<file path="src/rtl/aes_adapter_pkg.sv">
// Shared types and constants for the AES stream adapter.
// Holds the sequencer state enum, the load/read word counts and the
// word-slice helpers used to serialise a 256-bit {pt, key} block.
package aes_adapter_pkg;

  localparam int unsigned WORD_W     = 32;
  localparam int unsigned BLOCK_W    = 128;
  localparam int unsigned LOAD_WORDS = 8;
  localparam int unsigned READ_WORDS = 4;
  localparam int unsigned LOAD_W     = LOAD_WORDS * WORD_W;
  localparam int unsigned IDX_W      = 3;

  // Final index of each multi-cycle state.
  localparam logic [IDX_W-1:0] LOAD_LAST  = IDX_W'(LOAD_WORDS - 1);
  localparam logic [IDX_W-1:0] READ_LAST  = IDX_W'(READ_WORDS);
  localparam logic [IDX_W-1:0] ABORT_LAST = IDX_W'(1);

  typedef enum logic [2:0] {
    ST_IDLE      = 3'd0,
    ST_LOAD      = 3'd1,
    ST_WAIT_DONE = 3'd2,
    ST_READ      = 3'd3,
    ST_OUT_HOLD  = 3'd4,
    ST_ABORT     = 3'd5
  } state_e;

  // Word idx of a load block, most significant word first.
  function automatic logic [WORD_W-1:0] load_word(input logic [LOAD_W-1:0] blk,
                                                  input logic [IDX_W-1:0]  idx);
    return blk[(LOAD_WORDS - 1 - 32'(idx)) * WORD_W +: WORD_W];
  endfunction

endpackage

</file>
<file path="src/rtl/aes_adapter_timeout.sv">
// WAIT_DONE watchdog for the AES stream adapter (built only when
// AES_ADAPTER_TIMEOUT_EN is defined).
// Ports: clk, reset (sync, active-high), enable (count this cycle),
//        clear (restart count), expired (count has reached TIMEOUT_CYCLES).
module aes_adapter_timeout #(
  parameter int unsigned TIMEOUT_CYCLES = 256
) (
  input  logic clk,
  input  logic reset,
  input  logic enable,
  input  logic clear,
  output logic expired
);

  localparam int unsigned CNT_W = $clog2(TIMEOUT_CYCLES + 1);
  localparam logic [CNT_W-1:0] LIMIT = CNT_W'(TIMEOUT_CYCLES);

  logic [CNT_W-1:0] count;

  // Saturating counter; expired rises together with count reaching LIMIT.
  always_ff @(posedge clk) begin
    if (reset || clear) begin
      count   <= '0;
      expired <= 1'b0;
    end else if (enable && (count != LIMIT)) begin
      count   <= count + CNT_W'(1);
      expired <= ((count + CNT_W'(1)) == LIMIT);
    end
  end

endmodule

</file>
<file path="src/rtl/aes_stream_adapter.sv">
// Host-side sequencer feeding an AES core over its 32-bit word port.
// Accepts {pt, key} on in_valid/in_ready, loads 8 words into the core,
// waits for core_done, reads 4 ciphertext words and offers them on
// out_valid/out_ready with full backpressure.
// Ports: clk, reset (sync, active-high); in_valid/in_ready/in_pt/in_key;
//        out_valid/out_ready/out_ct; busy; error; core_* drive/observe the core.
// Optional watchdog: define AES_ADAPTER_TIMEOUT_EN to abort a stuck WAIT_DONE
// after TIMEOUT_CYCLES cycles; otherwise error is tied low.
module aes_stream_adapter
  import aes_adapter_pkg::*;
#(
  parameter int unsigned TIMEOUT_CYCLES = 256
) (
  input  logic                clk,
  input  logic                reset,
  input  logic                in_valid,
  output logic                in_ready,
  input  logic [BLOCK_W-1:0]  in_pt,
  input  logic [BLOCK_W-1:0]  in_key,
  output logic                out_valid,
  input  logic                out_ready,
  output logic [BLOCK_W-1:0]  out_ct,
  output logic                busy,
  output logic                error,
  output logic                core_reset_n,
  output logic                core_start_n,
  output logic                core_start_read_n,
  output logic [WORD_W-1:0]   core_dword_in,
  input  logic [WORD_W-1:0]   core_dword_out,
  input  logic                core_done
);

  state_e             state, state_next;
  logic [IDX_W-1:0]   idx, idx_next;
  logic [LOAD_W-1:0]  blk;
  logic [LOAD_W-1:0]  load_src;
  logic               accept;

  logic               in_ready_next, out_valid_next, busy_next, error_next;
  logic               core_reset_n_next, core_start_n_next, core_start_read_n_next;
  logic [WORD_W-1:0]  core_dword_in_next;

  assign accept = in_valid && in_ready;

  // Word 0 goes out on the accept edge, before blk has captured the inputs.
  assign load_src = (state == ST_IDLE) ? {in_pt, in_key} : blk;

`ifdef AES_ADAPTER_TIMEOUT_EN
  logic timer_enable, timer_clear, timer_expired;
  assign timer_enable = (state_next == ST_WAIT_DONE);
  assign timer_clear  = (state == ST_IDLE);

  aes_adapter_timeout #(
    .TIMEOUT_CYCLES(TIMEOUT_CYCLES)
  ) u_timeout (
    .clk     (clk),
    .reset   (reset),
    .enable  (timer_enable),
    .clear   (timer_clear),
    .expired (timer_expired)
  );
`else
  logic [31:0] timeout_unused;
  assign timeout_unused = 32'(TIMEOUT_CYCLES);
`endif

  // State register plus registered outputs.
  always_ff @(posedge clk) begin
    if (reset) begin
      state             <= ST_IDLE;
      idx               <= '0;
      in_ready          <= 1'b0;
      out_valid         <= 1'b0;
      busy              <= 1'b0;
      error             <= 1'b0;
      core_reset_n      <= 1'b0;
      core_start_n      <= 1'b1;
      core_start_read_n <= 1'b1;
      core_dword_in     <= '0;
    end else begin
      state             <= state_next;
      idx               <= idx_next;
      in_ready          <= in_ready_next;
      out_valid         <= out_valid_next;
      busy              <= busy_next;
      error             <= error_next;
      core_reset_n      <= core_reset_n_next;
      core_start_n      <= core_start_n_next;
      core_start_read_n <= core_start_read_n_next;
      core_dword_in     <= core_dword_in_next;
    end
  end

  // Next-state logic.
  always_comb begin
    state_next = state;
    idx_next   = idx;
    case (state)
      ST_IDLE: begin
        if (accept) begin
          state_next = ST_LOAD;
          idx_next   = '0;
        end
      end
      ST_LOAD: begin
        if (idx == LOAD_LAST) begin
          state_next = ST_WAIT_DONE;
          idx_next   = '0;
        end else begin
          idx_next = idx + IDX_W'(1);
        end
      end
      ST_WAIT_DONE: begin
        // idx==0 marks the first cycle, where a stale done is ignored.
        idx_next = IDX_W'(1);
        if ((idx != '0) && core_done) begin
          state_next = ST_READ;
          idx_next   = '0;
        end
`ifdef AES_ADAPTER_TIMEOUT_EN
        else if (timer_expired) begin
          state_next = ST_ABORT;
          idx_next   = '0;
        end
`endif
      end
      ST_READ: begin
        if (idx == READ_LAST) begin
          state_next = ST_OUT_HOLD;
          idx_next   = '0;
        end else begin
          idx_next = idx + IDX_W'(1);
        end
      end
      ST_OUT_HOLD: begin
        if (out_ready) begin
          state_next = ST_IDLE;
        end
      end
`ifdef AES_ADAPTER_TIMEOUT_EN
      ST_ABORT: begin
        if (idx == ABORT_LAST) begin
          state_next = ST_IDLE;
          idx_next   = '0;
        end else begin
          idx_next = idx + IDX_W'(1);
        end
      end
`endif
      default: begin
        state_next = ST_IDLE;
        idx_next   = '0;
      end
    endcase
  end

  // Output decode from the upcoming state so every port is a flop.
  always_comb begin
    in_ready_next          = (state_next == ST_IDLE);
    busy_next              = (state_next != ST_IDLE);
    out_valid_next         = (state_next == ST_OUT_HOLD);
    core_reset_n_next      = 1'b1;
    core_start_n_next      = !((state_next == ST_LOAD) && (idx_next == '0));
    core_start_read_n_next = !((state_next == ST_READ) && (idx_next == '0));
    core_dword_in_next     = '0;
    error_next             = 1'b0;
    if (state_next == ST_LOAD) begin
      core_dword_in_next = load_word(load_src, idx_next);
    end
`ifdef AES_ADAPTER_TIMEOUT_EN
    error_next = accept ? 1'b0 : error;
    if (state_next == ST_ABORT) begin
      error_next        = 1'b1;
      core_reset_n_next = 1'b0;
    end
`endif
  end

  // Block latch and ciphertext assembly; READ idx 1..4 fills words 0..3.
  always_ff @(posedge clk) begin
    if (reset) begin
      blk    <= '0;
      out_ct <= '0;
    end else begin
      if (accept) begin
        blk <= {in_pt, in_key};
      end
      if ((state == ST_READ) && (idx != '0)) begin
        out_ct[(READ_WORDS - 32'(idx)) * WORD_W +: WORD_W] <= core_dword_out;
      end
    end
  end

endmodule

</file>
<file path="config.mk">
export PLATFORM = sky130hd
export DESIGN_NAME = aes_stream_adapter
export DESIGN_NICKNAME = d
export VERILOG_FILES = /design/src/rtl/aes_adapter_pkg.sv /design/src/rtl/aes_adapter_timeout.sv /design/src/rtl/aes_stream_adapter.sv
export SDC_FILE = /design/constraint.sdc
export NUM_CORES = 1
export LEC_CHECK = 0
export ABC_AREA = 1
export ABC_CLOCK_PERIOD_IN_PS = 6400
export BUFFER_PORTS_ARGS = -buffer_cell sky130_fd_sc_hd__buf_2
export CAP_MARGIN = 0
export CORE_MARGIN = 8
export CORE_UTILIZATION = 35
export DETAILED_ROUTE_END_ITERATION = 10
export GPL_ROUTABILITY_DRIVEN = 0
export SLEW_MARGIN = 20
export SYNTH_ARGS = -nofsm -noshare
export SYNTH_HDL_FRONTEND = slang
export SYNTH_HIERARCHICAL = 1
export SYNTH_SLANG_ARGS = --single-unit
</file>
<file path="constraint.sdc">
create_clock -name clk -period 6.4 [get_ports clk]
set_input_delay 0.64 -clock clk [delete_from_list [all_inputs] [get_ports clk]]
set_output_delay 0.64 -clock clk [all_outputs]
set_load 0.005 [all_outputs]
</file>
==> results.yml <==
power_and_ir_drop:
  netSwitchingFraction_pct: 30.0
  clockPowerShare_pct: 41.5
  leakage_nw: 11.9
  seqPwrFrac_pct: 40.9
  p_int_mw: 4.92
  p_sw_mw: 2.10
  p_total_mw: 7.02
  p_comb_share_pct: 17.7
  power_density_nw_per_um2: 275
  vdd_drop_max_mv: 0.199
logic_synthesis:
  yosysTopAreaCell: "dfxtp_1"
  syn_avg_cell_area_um2: 6.33
  synth_top_area_share_pct: 39.9
  yosysWarnings: 6
  netlist_instances: 3393
  synth_area_um2: 21500
  synth_area_leaders: "dfxtp_1, nand2_1, o21ai_0"
  yosys.cell_types.count: 32
  ys_seq_area_share_pct: 39.9
  synth.net_count: 3696
  ys_ff_latch: 428
placed_design:
  hpwl_um: 58400
  placed_cells: 4407
  port_buffers: 458
  post_dp_cell_area_um2: 23900
worst_hold_path:
  holdCritStartpoint: "in_key[17]"
  hold_path_class: "in -> reg"
global_routing:
  grt_pass1_wl_um: 124000
  first_global_vias: 20400
  grt_remaining_overflow: 0
  grt_usage_pct: 22.5
  grt_max_degree: 261
  antenna_found_initial: 4
clock_tree:
  clkSinkCount: 428
  cts_tree: "yes"
  post_cts_buffers: 0
  clkTransAtPathRegs_ns: 0.06
  ctsHoldBuffers: 0
  cts-root-buf: "clkbuf_16"
  h-tree-depth: 2
  clk_latency_ns: 0.60
  cts_max_path_buffers: 3
  post_cts_resized: 0
  cts_buffers: 50
timing:
  slew_headroom_pct: 21.7
  finalMaxSlewViolations: 0
  hold_violations: 0
  worst_hold_slack_ns: 0.302
  max_freq_mhz: 232
  fin_tns_setup_ns: 0
  finalWorstPathRequiredPeriod_ns: 4.30
  skew_ns: 0.0289
  rsz0062_at_grt: "false"
  setup_viol: 0
  finalCritPeriodShare_pct: 67.3
  worst_pin_slew_ns: 1.18
worst_setup_path:
  cp.arrival_ns: 4.78
  endpoint_kind: "register"
  crit_type: "reg -> reg"
  critPathTopFamily: "simple AND/OR/NAND/NOR gates"
  crit_path_cell_trace: "inv_1, ha_1, ha_1, inv_1, nand2_2, nand2_2, nand2_2, nand2_4, buf_4, nand2_1, nand2_1, nor2_1, nor2_1, nor2_1"
  crit_path_max_incr_delay_ns: 0.84
  cp_max_fo: 68
  worst-path-buf-inv: 3
  critPathLaunchType: "register"
  crit_start: "idx[0]"
  cp_slowest_cell: "nand2_4"
  r2r-start: "idx[0]"
  cp.required_ns: 6.88
cells_and_area:
  area_growth_pct: 19.0
  most-common-layout-cells: "nand2_1, o21ai_0, buf_2"
  fin_nets: 3973
  layout_commonest_cell: "nand2_1"
  nFillCells: 6532
  final_cells: 4496
  drive_above_1_share_pct: 16.0
  final_area_um2: 25600
die:
  pin_count: 460
  dieArea_um2: 69500
  die_h_um: 264
  rows: 91
  initial_core_util_pct: 35.1
  die_w_um: 264
  core-area_um2: 61100
detailed_routing:
  drt_wl_total_um: 82500
  ant_nets: 0
  drc: 0
  firstDrtPassIters: 5
  wl_per_cell_um: 18.4
  routed_via_density: 4.99
  vias: 22400
  drt_iter0_drc: 2454
outcome:
  outcome: "complete, no violations"
run:
  cap_violations: 0
-- power groups by stage --
stage	registers [mW]	clock network (mW)	logic (mW)
after floorplan	2.91	0	0.810
after global placement	2.93	0	1.23
after detailed placement	2.93	0	1.23
after CTS	2.87	2.98	1.23
after global routing	2.88	3.10	1.39
final	2.87	2.91	1.24
-- synthesized netlist by cell type --
| cell type | count |
|---|---|
| a21oi_1 | 217 |
| a22oi_2 | 1 |
| a31oi_1 | 1 |
| buf_1 | 19 |
| buf_2 | 74 |
| buf_4 | 16 |
| buf_6 | 3 |
| clkbuf_1 | 150 |
| clkbuf_4 | 1 |
| clkinv_1 | 1 |
| conb_1 | 1 |
| dfxtp_1 | 428 |
| ha_1 | 10 |
| inv_1 | 348 |
| inv_2 | 8 |
| nand2_1 | 796 |
| nand2_2 | 5 |
| nand3_1 | 276 |
| nand3b_1 | 1 |
| nand4_1 | 2 |
| nand4_2 | 2 |
| nor2_1 | 454 |
| nor2_2 | 1 |
| nor2_4 | 3 |
| nor3_1 | 34 |
| nor3_2 | 1 |
| nor3_4 | 1 |
| o21ai_0 | 493 |
| o21ai_1 | 12 |
| o21bai_1 | 32 |
| or2_1 | 1 |
| xor2_1 | 1 |
-- cells by family after synthesis --
family / count (synthesis) / share of synthesized area (%)
simple gates: 1577 / 29.8
compound gates: 756 / 18.0
buf+inv: 620 / 11.7
flops: 428 / 39.9
fa+ha+maj: 10 / 0.583
xor+xnor: 1 / 0.0408
other cells: 1 / 0.0175
-- area by class of cell --
type | count | area [um^2] | share of cell area [%]
clock inverter | 12 | 179 | 0.700
clock buffer | 75 | 1460 | 5.70
inverter | 357 | 1350 | 5.29
tap | 790 | 988 | 3.87
antenna | 1 | 2.50 | 0.00979
multi-input combinational | 2345 | 10400 | 40.9
timing repair buffer | 488 | 2560 | 10.0
sequential | 428 | 8570 | 33.5
-- worst register-to-register path, stage by stage (launching register included) --
cell     delay [ns]
dfxtp_1        0.47
inv_1          0.17
ha_1           0.29
ha_1           0.20
inv_1          0.08
nand2_2        0.09
nand2_2        0.11
nand2_2        0.48
nand2_4        0.87
buf_4          0.68
nand2_1        0.16
nand2_1        0.09
nor2_1         0.07
nor2_1         0.36
nor2_1         0.09
-- path summary, 6_finish.rpt --
check                                    endpoint  slack (ns)  depth (start not counted)
worst max register to register  core_dword_in[17]        2.10                         14
worst min register to register           blk[200]        0.45                          2
worst min-delay path                      blk[17]        0.30                          3
worst max-delay path            core_dword_in[17]        2.10                         14
-- per-stage QoR --
stage          setup WS [ns]  util (%)
2_1_floorplan           3.55         -
3_3_place_gp            2.28      39.1
3_5_place_dp            2.12      39.1
4_1_cts                 2.07      41.7
5_1_grt                 1.82      41.8
6_report                2.10      41.8
-- registers in the layout, indices dropped and copies added, names as in the netlist --
signal and cells:
core_dword_in 32, out_ct 128, in_ready 1, core_start_read_n 1, busy 1, core_reset_n 1, state 3, idx 3
core_start_n 1, out_valid 1, blk 256
-- layer usage --
layer	up-vias	wire (um)	track usage, %
li1	11300	-	-
met5	-	40	0
met2	745	37100	35.6
met3	151	5240	3.95
met1	10200	36900	30.4
met4	6	3240	8.65
Power figures use the tool's default switching activity.
